--- src/rtl/clock_set_pkg.sv ---
// Shared types and constants for the HH:MM:SS time-setting controller.
// Holds the FSM state enum, field indices, BCD limits and display mask layout.
package clock_set_pkg;

  typedef enum logic [2:0] {
    ST_RUN,
    ST_SET_HOUR,
    ST_SET_MIN,
    ST_SET_SEC,
    ST_COMMIT
  } state_t;

  localparam logic [1:0] FLD_SEC  = 2'd0;
  localparam logic [1:0] FLD_MIN  = 2'd1;
  localparam logic [1:0] FLD_HOUR = 2'd2;

  localparam logic [7:0] HOUR_MAX   = 8'h23;
  localparam logic [7:0] MINSEC_MAX = 8'h59;

  localparam logic [7:0] LE_SEC_BITS  = 8'h03;
  localparam logic [7:0] LE_MIN_BITS  = 8'h0C;
  localparam logic [7:0] LE_HOUR_BITS = 8'h30;
  localparam logic [7:0] LE_IDLE      = 8'hC0;

  // A captured field the counters could never legally hold is replaced by 00.
  function automatic logic [7:0] bcd_sanitize(input logic [7:0] f, input logic is_hour);
    if (f[7:4] > 4'd9 || f[3:0] > 4'd9 || (is_hour && f[7:4] > 4'd2))
      return 8'h00;
    return f;
  endfunction

endpackage

--- src/rtl/clock_set_ctrl_if.sv ---
// Button, counter-chain and display-driver signals of the time-setting controller.
// Optional btn_dec exists only when CLKSET_DEC_EN is defined.
interface clock_set_ctrl_if;
  logic        btn_mode;
  logic        btn_inc;
`ifdef CLKSET_DEC_EN
  logic        btn_dec;
`endif
  logic        tick_1s;
  logic [23:0] cur_time;
  logic        run_en;
  logic        ld_n;
  logic [23:0] set_time;
  logic [7:0]  le_mask;
  logic        editing;

`ifdef CLKSET_DEC_EN
  modport master (output btn_mode, btn_inc, btn_dec, tick_1s, cur_time,
                  input  run_en, ld_n, set_time, le_mask, editing);
  modport slave  (input  btn_mode, btn_inc, btn_dec, tick_1s, cur_time,
                  output run_en, ld_n, set_time, le_mask, editing);
`else
  modport master (output btn_mode, btn_inc, tick_1s, cur_time,
                  input  run_en, ld_n, set_time, le_mask, editing);
  modport slave  (input  btn_mode, btn_inc, tick_1s, cur_time,
                  output run_en, ld_n, set_time, le_mask, editing);
`endif
endinterface

--- src/rtl/bcd_field_step.sv ---
// Combinational +1/-1 on a two-digit BCD field, wrapping between 00 and max_i.
// Zero latency, no flow control.
module bcd_field_step (
  input  logic [7:0] val_i,
  input  logic [7:0] max_i,
  input  logic       up_i,
  output logic [7:0] res_o
);

  always_comb begin
    res_o = val_i;
    if (up_i) begin
      // >= also pulls an out-of-range hour like 0x29 back to 00.
      if (val_i >= max_i)
        res_o = 8'h00;
      else if (val_i[3:0] >= 4'd9)
        res_o = {val_i[7:4] + 4'd1, 4'd0};
      else
        res_o = val_i + 8'd1;
    end else begin
      if (val_i == 8'h00)
        res_o = max_i;
      else if (val_i[3:0] == 4'd0)
        res_o = {val_i[7:4] - 4'd1, 4'd9};
      else
        res_o = val_i - 8'd1;
    end
  end

endmodule

--- src/rtl/clock_set_ctrl.sv ---
// Freezes the BCD counter chain, edits HH:MM:SS with blinking field, loads on next 1 s edge.
// Presses act 3 clk after the button edge; CLKSET_DEC_EN adds a decrement button.
module clock_set_ctrl
  import clock_set_pkg::*;
#(
  parameter int BLINK_DIV = 25_000_000,
  parameter int TIMEOUT_S = 30
) (
  input logic             clk,
  input logic             rst_n,
  clock_set_ctrl_if.slave bus
);

  localparam int BW = (BLINK_DIV > 1) ? $clog2(BLINK_DIV) : 1;
  localparam int TW = (TIMEOUT_S > 0) ? $clog2(TIMEOUT_S + 1) : 1;
  localparam logic [BW-1:0] BLINK_LAST = BW'(BLINK_DIV - 1);
  localparam logic [TW-1:0] TMO_LAST   = TW'((TIMEOUT_S > 0) ? TIMEOUT_S - 1 : 0);

  state_t        state_q;
  logic          run_en_q, ld_n_q, editing_q, blink_q;
  logic [23:0]   set_time_q;
  logic [BW-1:0] blink_cnt_q;
  logic [TW-1:0] tmo_q;
  logic [2:0]    mode_sync_q, inc_sync_q;
  logic          press_mode, press_inc, press_step, step_up;
  logic [1:0]    fld_sel;
  logic [7:0]    fld_val, fld_max, fld_res, le_mask;

  assign press_mode = mode_sync_q[1] & ~mode_sync_q[2];
  assign press_inc  = inc_sync_q[1] & ~inc_sync_q[2];

`ifdef CLKSET_DEC_EN
  logic [2:0] dec_sync_q;
  logic       press_dec;
  assign press_dec  = dec_sync_q[1] & ~dec_sync_q[2];
  assign press_step = press_inc | press_dec;
  assign step_up    = press_inc;
`else
  assign press_step = press_inc;
  assign step_up    = 1'b1;
`endif

  always_comb begin
    fld_sel = FLD_SEC;
    case (state_q)
      ST_SET_HOUR: fld_sel = FLD_HOUR;
      ST_SET_MIN:  fld_sel = FLD_MIN;
      default:     ;
    endcase
    fld_val = set_time_q[7:0];
    fld_max = MINSEC_MAX;
    case (fld_sel)
      FLD_HOUR: begin fld_val = set_time_q[23:16]; fld_max = HOUR_MAX; end
      FLD_MIN:  fld_val = set_time_q[15:8];
      default:  ;
    endcase
  end

  bcd_field_step u_step (.val_i(fld_val), .max_i(fld_max), .up_i(step_up), .res_o(fld_res));

  always_comb begin
    le_mask = LE_IDLE;
    if (blink_q) begin
      case (state_q)
        ST_SET_HOUR: le_mask = LE_IDLE | LE_HOUR_BITS;
        ST_SET_MIN:  le_mask = LE_IDLE | LE_MIN_BITS;
        ST_SET_SEC:  le_mask = LE_IDLE | LE_SEC_BITS;
        default:     ;
      endcase
    end
  end

  always_ff @(posedge clk or negedge rst_n) begin
    if (!rst_n) begin
      mode_sync_q <= '0;
      inc_sync_q  <= '0;
`ifdef CLKSET_DEC_EN
      dec_sync_q  <= '0;
`endif
      state_q     <= ST_RUN;
      run_en_q    <= 1'b1;
      ld_n_q      <= 1'b1;
      editing_q   <= 1'b0;
      set_time_q  <= '0;
      blink_cnt_q <= '0;
      blink_q     <= 1'b0;
      tmo_q       <= '0;
    end else begin
      mode_sync_q <= {mode_sync_q[1:0], bus.btn_mode};
      inc_sync_q  <= {inc_sync_q[1:0], bus.btn_inc};
`ifdef CLKSET_DEC_EN
      dec_sync_q  <= {dec_sync_q[1:0], bus.btn_dec};
`endif
      // Held clear while running, so every edit starts on the visible phase.
      if (!editing_q) begin
        blink_cnt_q <= '0;
        blink_q     <= 1'b0;
      end else if (blink_cnt_q == BLINK_LAST) begin
        blink_cnt_q <= '0;
        blink_q     <= ~blink_q;
      end else begin
        blink_cnt_q <= blink_cnt_q + 1'b1;
      end

      case (state_q)
        ST_RUN: begin
          run_en_q <= 1'b1;
          ld_n_q   <= 1'b1;
          tmo_q    <= '0;
          if (press_mode) begin
            set_time_q <= {bcd_sanitize(bus.cur_time[23:16], 1'b1),
                           bcd_sanitize(bus.cur_time[15:8], 1'b0),
                           bcd_sanitize(bus.cur_time[7:0], 1'b0)};
            run_en_q  <= 1'b0;
            editing_q <= 1'b1;
            state_q   <= ST_SET_HOUR;
          end
        end
        ST_SET_HOUR, ST_SET_MIN, ST_SET_SEC: begin
          if (press_mode) begin
            tmo_q <= '0;
            if (state_q == ST_SET_HOUR)
              state_q <= ST_SET_MIN;
            else if (state_q == ST_SET_MIN)
              state_q <= ST_SET_SEC;
            else begin
              state_q <= ST_COMMIT;
              ld_n_q  <= 1'b0;
            end
          end else if (press_step) begin
            tmo_q <= '0;
            case (fld_sel)
              FLD_HOUR: set_time_q[23:16] <= fld_res;
              FLD_MIN:  set_time_q[15:8]  <= fld_res;
              default:  set_time_q[7:0]   <= fld_res;
            endcase
          end else if (bus.tick_1s && TIMEOUT_S != 0) begin
            if (tmo_q == TMO_LAST) begin
              tmo_q     <= '0;
              run_en_q  <= 1'b1;
              editing_q <= 1'b0;
              state_q   <= ST_RUN;
            end else begin
              tmo_q <= tmo_q + 1'b1;
            end
          end
        end
        ST_COMMIT: begin
          // The counters load on this tick's edge; release Ld right after it.
          if (bus.tick_1s) begin
            ld_n_q    <= 1'b1;
            run_en_q  <= 1'b1;
            editing_q <= 1'b0;
            state_q   <= ST_RUN;
          end
        end
        default: begin
          state_q   <= ST_RUN;
          run_en_q  <= 1'b1;
          ld_n_q    <= 1'b1;
          editing_q <= 1'b0;
        end
      endcase
    end
  end

  assign bus.run_en   = run_en_q;
  assign bus.ld_n     = ld_n_q;
  assign bus.set_time = set_time_q;
  assign bus.le_mask  = le_mask;
  assign bus.editing  = editing_q;

endmodule

--- src/flat_wrapper.sv ---
// flat-port wrapper written by rule: the top's interface ports become plain ports
module clock_set_ctrl_flat import clock_set_pkg::*;
#(
  parameter int BLINK_DIV = 25_000_000,
  parameter int TIMEOUT_S = 30
)
  (clk, rst_n, bus_btn_mode, bus_btn_inc, bus_tick_1s, bus_cur_time, bus_run_en, bus_ld_n, bus_set_time, bus_le_mask, bus_editing);
  clock_set_ctrl_if bus_i ();
  input logic clk;
  input logic rst_n;
  input wire logic [$bits(bus_i.btn_mode)-1:0] bus_btn_mode;
  input wire logic [$bits(bus_i.btn_inc)-1:0] bus_btn_inc;
  input wire logic [$bits(bus_i.tick_1s)-1:0] bus_tick_1s;
  input wire logic [$bits(bus_i.cur_time)-1:0] bus_cur_time;
  output wire logic [$bits(bus_i.run_en)-1:0] bus_run_en;
  output wire logic [$bits(bus_i.ld_n)-1:0] bus_ld_n;
  output wire logic [$bits(bus_i.set_time)-1:0] bus_set_time;
  output wire logic [$bits(bus_i.le_mask)-1:0] bus_le_mask;
  output wire logic [$bits(bus_i.editing)-1:0] bus_editing;
  assign bus_i.btn_mode = bus_btn_mode;
  assign bus_i.btn_inc = bus_btn_inc;
  assign bus_i.tick_1s = bus_tick_1s;
  assign bus_i.cur_time = bus_cur_time;
  assign bus_run_en = bus_i.run_en;
  assign bus_ld_n = bus_i.ld_n;
  assign bus_set_time = bus_i.set_time;
  assign bus_le_mask = bus_i.le_mask;
  assign bus_editing = bus_i.editing;
  clock_set_ctrl #(.BLINK_DIV(BLINK_DIV), .TIMEOUT_S(TIMEOUT_S)) u_core (.clk(clk), .rst_n(rst_n), .bus(bus_i));
endmodule
--- config.mk ---
export PLATFORM = sky130hd
export DESIGN_NAME = clock_set_ctrl_flat
export DESIGN_NICKNAME = d
export VERILOG_FILES = /design/src/rtl/clock_set_pkg.sv /design/src/rtl/clock_set_ctrl_if.sv /design/src/rtl/bcd_field_step.sv /design/src/rtl/clock_set_ctrl.sv /design/src/flat_wrapper.sv
export SDC_FILE = /design/constraint.sdc
export NUM_CORES = 1
export LEC_CHECK = 0
export BUFFER_PORTS_ARGS = -buffer_cell sky130_fd_sc_hd__buf_2
export CAP_MARGIN = 10
export CORE_MARGIN = 2
export CORE_UTILIZATION = 58
export CTS_BUF_LIST = sky130_fd_sc_hd__clkbuf_2 sky130_fd_sc_hd__clkbuf_4 sky130_fd_sc_hd__clkbuf_8
export DETAILED_ROUTE_END_ITERATION = 8
export PLACE_DENSITY = 0.82
export SLEW_MARGIN = 20
export SYNTH_ARGS = -nofsm -noshare
export SYNTH_HDL_FRONTEND = slang
export SYNTH_SLANG_ARGS = --single-unit
export TNS_END_PERCENT = 5
--- constraint.sdc ---
create_clock -name clk -period 4.45 [get_ports clk]
set_input_delay 0.89 -clock clk [delete_from_list [all_inputs] [get_ports clk]]
set_output_delay 0.89 -clock clk [all_outputs]
set_load 0.01 [all_outputs]
==> summary.txt, run 1 <==
CTS tree -> yes
Fill cell count -> 460
Final setup violation count -> 0
Vias in the first global route -> 3065
Simple-Gate Fraction of Synth Area -> 22.60%
Max Cap Violations -> 0
Number of buffers added on ports -> 61
Yosys reg bits -> 67
Final Cycle Share -> 89.29%
CTS resizes -> 0
H-tree levels -> 3
Worst Hold Class -> reg2reg
I/O pin count -> 64
Crit Path Class -> reg2reg
Post-Route WL -> 8698 um
Overall die area -> 0.006950 mm^2
Final net count -> 496
Pwr/cell area -> 440.1 mW/mm^2
DR vias/cell -> 5.872
Die Y-Extent -> 83.37 um
GR Util All Layers -> 25.97%
FF+latch area -> 0.001679 mm^2
Sum of buffers and inverters on the critical path -> 2
Async SR Flop Fraction -> 100.0%
Area leader, netlist -> dfrtp_1
TNS Setup -> 0 ps
Most numerous cell in the Yosys netlist -> dfrtp_1
Pin slew with the least headroom to its limit -> 1040 ps
Crit-path cells -> nor3b_1 -> inv_1 -> ha_1 -> o21ai_0 -> inv_1 -> ha_1 -> and3_1 -> a211oi_1 -> nand3_1 -> a31oi_4 -> nand3_1 -> a31oi_1
Die X -> 83.37 um
Initial Util -> 60.99%
Post-CTS Setup Inserts -> 0
Number of synthesized flops with an enable pin -> 0
Synth Area in XOR/XNOR -> 6.712%
CP peak stage delay -> 560 ps
Hold WS -> 334.2 ps
Area occupied by multi-input gates -> 0.001834 mm^2
Ranking of synthesized cells by area -> dfrtp_1, nor2_1, ha_1
Final Hold Viols -> 0
Wire length per cell -> 16.38 um
Setup WS pre-CTS -> 587.1 ps
Clk root buf -> clkbuf_8
Startpoint Class -> register
Initial antenna violation count -> 0
Synthesized instance count -> 396
Clk slew on worst S/H paths -> 80 ps
Ys flop type -> dfrtp_1
Synth top cells by count -> dfrtp_1, nor2_1, nand2_1
First-pass GRT wire length -> 14370 um
Hold buffer count at CTS -> 0
Detailed Place HPWL -> 6416 um
CP required -> 4700 ps
P_leak -> 1.957 nW
Fmax -> 251.7 MHz
RSZ-0062 raised after global routing -> false
Final Util -> 69.15%
Multiplexer share of the synthesized area -> 0.8562%
CP max FO -> 16
CP top delay family -> compound AO/OA/AOI/OAI gates
Synth Area in Adders -> 5.479%
Overflow after GRT -> 0
Layout cells sized above 1 -> 20.83%
CTS max path bufs -> 2
Yosys cell types -> 53
Num CTS Buffers -> 9
Worst Skew -> 18.66 ps
Slowest cell on the critical path -> dfrtp_1
Area share of the largest cell type after synthesis -> 44.52%
Crit path time final -> 3973 ps
Status -> finished, final reports clean
Detailed Route Iter0 Violations -> 248
Core box area -> 0.005991 mm^2
Synth Area in Compound Gates -> 14.35%
CP endpoint kind -> register
Vias -> 3118
DR pass1 iterations -> 5
Clock sinks -> 67
Synth Cell Area -> 0.003654 mm^2
Syn avg cell area -> 9.226 um^2
Relative slew slack -> 30.66%
ANT cells -> 0
Largest family of logic cells by synthesized area -> simple AND/OR/NAND/NOR gates
Final total power -> 1.823 mW
Area grow syn2layout -> 13.39%
Worst-skew pair later-pin latency -> 350 ps
Final slew viol count -> 0
Sequential-to-total area share from yosys stat -> 45.96%
Cell row count -> 28
Yosys Warn Count -> 0
ANT nets after route -> 0
Worst vdd ir -> 0.0003131 V
Largest net degree at the start of global routing -> 51
Detailed-route DRC error count -> 0
GP Congestion -> 0.8749
CP arrival -> 4230 ps
Final WS setup -> 476.6 ps
==> where the power goes <==
group | internal [mW] | switching (mW)
clock network | 0.221 | 0.233
logic | 0.211 | 0.352
registers | 0.706 | 0.101
==> flip-flops by register name, summed over array words and instances (netlist names) <==
register             cells
u_core.state_q           3
u_core.blink_cnt_q      25
u_core.inc_sync_q        3
u_core.blink_q           1
u_core.bus.ld_n          1
u_core.tmo_q             5
u_core.mode_sync_q       3
u_core.bus.editing       1
u_core.bus.set_time     24
u_core.bus.run_en        1
==> cell type report <==
cell class                      instances  share of cell area (%)
Clock inverter                          5                  0.7249
Tap cell                               75                   2.265
Clock buffer                           11                   3.503
Timing Repair Buffer                   62                   7.611
Sequential cell                        67                   40.53
Multi-Input combinational cell        299                   44.28
Inverter                               12                   1.087
==> kinds of logic after synthesis <==
logic type                 Yosys count
AOI/OAI and AO/OA                   82
xor gates and xnor gates            28
adders and majority gates           16
buffers and inverters               31
DFF                                 67
muxes                                3
other                                1
and+or+nand+nor                    168
==> cell usage in the layout, fill, tap and decap left out, types with 10 or more instances in the layout <==
cell type / instances
a21oi_1: 18
nor2_1: 61
dfrtp_1: 65
nand3_1: 25
xor2_1: 17
and3_1: 11
nand2_1: 35
ha_1: 16
buf_2: 60
o21ai_0: 19
clkbuf_8: 10
xnor2_1: 11
inv_1: 12
a31oi_1: 16
==> per-stage QoR <==
step,area (um^2),std cells
after global routing,4143,531
after detailed placement,3965,515
after floorplan,3657,397
after global placement,3965,515
final,4143,531
after CTS,4140,531
==> path summary, 6_finish.rpt <==
| kind | from | to | slack [ps] | cells past startpoint |
|---|---|---|---|---|
| worst max-delay path | u_core.state_q[0] | u_core.bus.set_time[10] | 480 | 12 |
| worst min-delay path | u_core.inc_sync_q[0] | u_core.inc_sync_q[1] | 330 | 0 |
| worst max register to register | u_core.state_q[0] | u_core.bus.set_time[10] | 480 | 12 |
| worst min register to register | u_core.inc_sync_q[0] | u_core.inc_sync_q[1] | 330 | 0 |
| max in group asynchronous | rst_n | u_core.blink_cnt_q[8] | 3180 | 2 |
| min in group asynchronous | rst_n | u_core.blink_cnt_q[0] | 560 | 1 |
==> worst reg2reg max path: stages (launching register included) <==
cell and delay [ps]:
dfrtp_1 560, nor3b_1 390, inv_1 160, ha_1 520, o21ai_0 490, inv_1 130, ha_1 280, and3_1 180
a211oi_1 260, nand3_1 150, a31oi_4 300, nand3_1 210, a31oi_1 240
==> per-layer routing <==
metal	track usage [%]	wire, um	vias to the layer above
li1	-	-	1479
met1	33.82	3640	1479
met2	40.98	4169	137
met3	6.064	631	23
met4	12.67	256	0
met5	0	0	-
(Power assumes the default switching activity.)
==> inputs of run 2 (changes only) <==
CORE_UTILIZATION = 59   (was 58)
SYNTH_HIERARCHICAL = 1   (was default)
==> summary.txt, run 2 <==
Status -> finished, final reports clean
Crit path top cell by count -> ha_1
Async SR Flop Fraction -> 100.0%
GP Congestion -> 0.9432
Startpoint Class -> register
Worst-skew pair later-pin latency -> 350 ps
Sequential-to-total area share from yosys stat -> 39.19%
H-tree levels -> 3
Cell row count -> 31
Worst Hold Class -> reg2reg
Setup WS pre-CTS -> 478.4 ps
CTS tree -> yes
Overflow after GRT -> 0
CP endpoint kind -> register
Area leader, netlist -> dfrtp_1
ANT cells -> 0
Finished Layout Cells -> 630
Post-Route WL -> 10520 um
Synth top cells by count -> dfrtp_1, nor2_1, inv_1
Worst vdd ir -> 0.0003948 V
DR vias/cell -> 5.944
Wire length per cell -> 16.70 um
Max reg flops -> 25
Final net count -> 576
I/O pin count -> 64
Pwr/cell area -> 689.7 mW/mm^2
ANT nets after route -> 0
Crit Path Class -> reg2reg
HP Start -> u_core/mode_sync_q[0]
Slowest cell on the critical path -> ha_1
First-pass GRT wire length -> 16970 um
Final WS setup -> 390.0 ps
Crit-path cells -> nor3b_1 -> inv_1 -> ha_1 -> o21ai_0 -> ha_1 -> or4_1 -> a21oi_2 -> o31ai_2 -> buf_4 -> nand2b_1 -> o32ai_1 -> a22oi_1 -> a21oi_1
Initial Util -> 60.03%
CP max FO -> 17
Final Cycle Share -> 91.24%
CTS resizes -> 0
Sw Share -> 45.52%
GR Util All Layers -> 27.96%
Sum of buffers and inverters on the critical path -> 2
CP arrival -> 4330 ps
Layout cells sized above 1 -> 22.79%
Clk slew on worst S/H paths -> 70 ps
Sw Pwr -> 1.537 mW
Hold WS -> 355.3 ps
Post-CTS Setup Inserts -> 0
Synth Cell Area -> 0.004284 mm^2
Yosys cell types -> 59
Clock sinks -> 67
Most common cell after layout, fill and taps aside -> dfrtp_1
Crit path time final -> 4060 ps
CP startpoint -> u_core/state_q[2]
Max Cap Violations -> 0
Num CTS Buffers -> 9
TNS Setup -> 0 ps
Yosys reg bits -> 67
DP Area -> 0.004710 mm^2
Overall die area -> 0.007958 mm^2
Detailed Place HPWL -> 7759 um
Final slew viol count -> 0
Pint -> 1.840 mW
Fmax -> 246.3 MHz
Syn avg cell area -> 9.313 um^2
Most frequent cells in the layout -> dfrtp_1, buf_2, nor2_1, inv_1, nand2_1
Critical R2R Launch -> u_core/state_q[2]
Detailed-route DRC error count -> 0
CP top delay family -> compound AO/OA/AOI/OAI gates
Top reg by flops -> u_core/blink_cnt_q
RSZ-0062 raised after global routing -> false
Pin slew with the least headroom to its limit -> 887.3 ps
Final setup violation count -> 0
Hold buffer count at CTS -> 0
P_leak -> 2.272 nW
Ys flop type -> dfrtp_1
Final Hold Viols -> 0
Number of buffers added on ports -> 61
Initial antenna violation count -> 0
Combinational share of power -> 59.6%
CP required -> 4720 ps
CP peak stage delay -> 620 ps
Largest net degree at the start of global routing -> 38
Area grow syn2layout -> 14.28%
Synthesized instance count -> 460
CTS max path bufs -> 2
Vias -> 3745
Worst Skew -> 15.65 ps
Most numerous cell in the Yosys netlist -> dfrtp_1
DR pass1 iterations -> 5
Ranking of synthesized cells by area -> dfrtp_1, ha_1, mux2_4
Clk root buf -> clkbuf_8
Detailed Route Iter0 Violations -> 279
Fill cell count -> 581
Number of synthesized flops with an enable pin -> 0
Clock power frac -> 14.1%
Inst Count DP -> 614
Yosys Warn Count -> 6
Die Y-Extent -> 89.21 um
Core box area -> 0.007137 mm^2
Area share of the largest cell type after synthesis -> 37.97%
Vias in the first global route -> 3445
Relative slew slack -> 40.84%
Final instance area -> 0.004896 mm^2
Die X -> 89.21 um
Seq pwr share -> 26.3%
run 2: cell types whose count changed after synthesis, moves of 6 or more:
cell,previous run,this run
a22o_1,2,16
nand4_1,4,10
a31oi_1,16,4
nor2_1,61,50
clkbuf_1,4,13
a22oi_1,7,15
inv_1,12,29
nand2_1,35,28
mux2_4,0,16
nand3_1,25,19
run 2: logic make-up (layout without fill, tap and decap cells):
logic type                 Yosys count  in the layout  synth area share (%)
DFF                                 67             67                 39.19
adders and majority gates           21             21                 6.133
muxes                               16             16                 5.607
other                                2             10                0.1753
and+or+nand+nor                    164            164                 20.04
buffers and inverters               55            118                 5.432
xor gates and xnor gates            29             29                 5.929
AOI/OAI and AO/OA                  106            106                 17.49
run 2: path summary, 6_finish.rpt:
kind / endpoint / slack (ps) / cells after the start
min: u_core/mode_sync_q[1] / 360 / 0
min in group asynchronous: u_core/tmo_q[2] / 580 / 1
min reg2reg: u_core/mode_sync_q[1] / 360 / 0
max in group asynchronous: u_core/bus.run_en / 2940 / 2
max reg2reg: u_core/bus.set_time[19] / 390 / 13
max: u_core/bus.set_time[19] / 390 / 13
run 2: cell type report:
type	instances	area [um^2]	share of cell area [%]
multi-input combinational	346	2402	49.07
sequential	67	1679	34.30
timing repair buffer	73	395.4	8.076
clock buffer	14	173.9	3.552
tap	99	123.9	2.530
inverter	29	108.9	2.223
clock inverter	2	12.51	0.2556
run 2: through the flow:
step / power [mW] / utilization (%)
2_1_floorplan: 2.284 / -
3_3_place_gp: 2.810 / 65.99
3_5_place_dp: 2.852 / 65.99
4_1_cts: 3.340 / 68.60
5_1_grt: 3.606 / 68.60
6_report: 3.377 / 68.60
run 2: per-layer routing:
metal | vias up | part of all wire [%] | GRT usage (%)
met3 | 34 | 6.9 | 5.171
met1 | 1775 | 41 | 37.43
met2 | 170 | 49 | 45.25
met5 | - | 0 | 0
li1 | 1766 | - | -
met4 | 0 | 3.0 | 10.58
run 2: power by group through the flow:
stage	Sequential (mW)	Clock, mW	Combinational, mW
final	0.890	0.475	2.01
after CTS	0.886	0.485	1.97
after floorplan	0.891	0	1.39
after global placement	0.893	0	1.92
after global routing	0.905	0.512	2.19
after detailed placement	0.897	0	1.96
==> inputs of run 3 (changes only) <==
CORE_MARGIN = default   (was 2)
clock period = 3.8 ns   (was 4.45 ns; I/O delays follow)
==> summary.txt, run 3 (synthesis results as in run 2) <==
Hold buffer count at CTS -> 0
Reg2Reg Setup Slack -> 180 ps
Initial antenna violation count -> 0
Final Hold Viols -> 0
Fill cell count -> 551
Critical R2R Launch -> u_core/state_q[2]
Grt met1 use -> 37.67%
Num CTS Buffers -> 9
Vias in the first global route -> 3546
CP max FO -> 9
Worst Skew -> 12.41 ps
Final instance area -> 0.004959 mm^2
Max Cap Violations -> 0
Area grow syn2layout -> 15.74%
Area occupied by multi-input gates -> 0.002436 mm^2
HP Start -> u_core/mode_sync_q[0]
Most common cell after layout, fill and taps aside -> dfrtp_1
RSZ-0062 raised after global routing -> false
First-pass GRT wire length -> 17030 um
Pin slew with the least headroom to its limit -> 875.4 ps
Slowest cell on the critical path -> dfrtp_1
Worst vdd ir -> 0.0004785 V
Final Cycle Share -> 95.22%
Sw Share -> 45.62%
I/O pin count -> 64
Combinational share of power -> 60.7%
Most frequent cells in the layout -> dfrtp_1, buf_2, nor2_1, inv_1, nand2_1
R2R depth -> 13
Die X -> 87.21 um
GR Util All Layers -> 29.60%
Fmax -> 276.4 MHz
CTS tree -> yes
Number of buffers added on ports -> 61
Core box area -> 0.006907 mm^2
Final net count -> 581
Crit Path Class -> reg2reg
Worst Hold Class -> reg2reg
Pwr/cell area -> 806.8 mW/mm^2
GRT busiest layer -> met2
Final total power -> 4.000 mW
Clk slew on worst S/H paths -> 70 ps
Crit-path cells -> nor3_2 -> inv_1 -> ha_2 -> a22oi_1 -> o21ai_0 -> ha_1 -> a21o_1 -> a211oi_1 -> o31ai_4 -> nand2b_1 -> o21ai_1 -> a22o_1 -> mux2_4
Clk root buf -> clkbuf_8
Clock power frac -> 13.6%
DR pass1 iterations -> 5
Overflow after GRT -> 0
Clock sinks -> 67
CP peak stage delay -> 430 ps
Final slew viol count -> 0
Final setup violation count -> 0
CP arrival -> 3910 ps
Crit path time final -> 3618 ps
Layout cells sized above 1 -> 24.25%
Post-Route WL -> 10580 um
Overall die area -> 0.007606 mm^2
Finished Layout Cells -> 632
GP Congestion -> 0.9565
GR Util met2 -> 48.03%
Relative slew slack -> 41.64%
Worst Hold Endpoint -> u_core/mode_sync_q[1]
Vias -> 3763
H-tree levels -> 3
Top reg by flops -> u_core/blink_cnt_q
Post-CTS Setup Inserts -> 0
Detailed Route Iter0 Violations -> 270
Sw Pwr -> 1.825 mW
Cell row count -> 30
GR met3 Demand/Resource -> 7.109%
WHS Path Cells -> 0
ANT nets after route -> 0
CP endpoint kind -> register
Wire length per cell -> 16.73 um
DR vias/cell -> 5.954
Detailed-route DRC error count -> 0
P_leak -> 2.297 nW
ANT cells -> 0
Largest net degree at the start of global routing -> 68
Worst-skew pair later-pin latency -> 350 ps
CTS max path bufs -> 2
R2r endpoint -> u_core/bus.set_time[0]
Status -> finished, final reports clean
Pint -> 2.175 mW
Seq pwr share -> 25.8%
Initial Util -> 62.03%
Startpoint Class -> register
Max reg flops -> 25
Die Y-Extent -> 87.21 um
CP required -> 4090 ps
CTS resizes -> 0
Detailed Place HPWL -> 7739 um
Inst Count DP -> 616
DP Area -> 0.004752 mm^2
TNS Setup -> 0 ps
FF+latch area -> 0.001679 mm^2
## run 3: changes by cell type in the layout (fill, tap and decap cells not counted), sizes merged
| cell | before | now |
|---|---|---|
| buf | 73 | 78 |
| clkbuf | 14 | 12 |
| clkinv | 1 | 2 |
| clkinvlp | 1 | 2 |
## run 3: power by group through the flow
stage                     registers [mW]  clock network [mW]  logic, mW
after floorplan                     1.04                   0       1.65
after global placement              1.03                   0       2.29
after detailed placement            1.04                   0       2.35
after CTS                           1.02               0.563       2.36
after global routing                1.05               0.591       2.65
final                               1.03               0.543       2.43
## run 3: how the worst max path moves through the flow
stage,depth (start not counted),from,slack (ps),end
after floorplan,15,u_core/state_q[2],5,u_core/bus.set_time[15]
after global placement,13,u_core/state_q[2],160,u_core/bus.set_time[7]
after detailed placement,13,u_core/state_q[2],90,u_core/bus.set_time[15]
after CTS,13,u_core/state_q[2],70,u_core/bus.set_time[0]
after global routing,14,u_core/state_q[2],3,u_core/bus.set_time[7]
final,13,u_core/state_q[2],180,u_core/bus.set_time[0]
## run 3: critical path, delay by kind of cell, from the launching register on
family          cells  cell delay (ps)
buf+inv             1              160
simple gates        2              540
mux                 1              130
compound gates      7             1680
fa+ha+maj           2              630
flops               1              430
## run 3: area by class of cell
class | count | share of cell area (%)
sequential | 67 | 33.86
inverter | 29 | 2.195
clock buffer | 12 | 3.078
tap | 96 | 2.422
timing repair buffer | 78 | 8.731
multi-input combinational | 346 | 49.13
clock inverter | 4 | 0.5804
## run 3: stage by stage
stage          utilization, %  hold slack [ps]  setup WS, ps
6_report                71.79            343.4         181.8
5_1_grt                 71.79            346.7         3.293
2_1_floorplan               -            331.2         5.374
3_5_place_dp            68.80            337.3         92.36
4_1_cts                 71.43            346.1         68.32
3_3_place_gp            68.80            335.0         157.4
## run 3: layer usage
metal / vias to the layer above / part of all wire [%] / wire [um]
met3: 34 / 7.7 / 811
li1: 1774 / - / -
met1: 1765 / 42 / 4406
met2: 190 / 47 / 4979
met4: 0 / 3.6 / 379
met5: - / 0 / 0
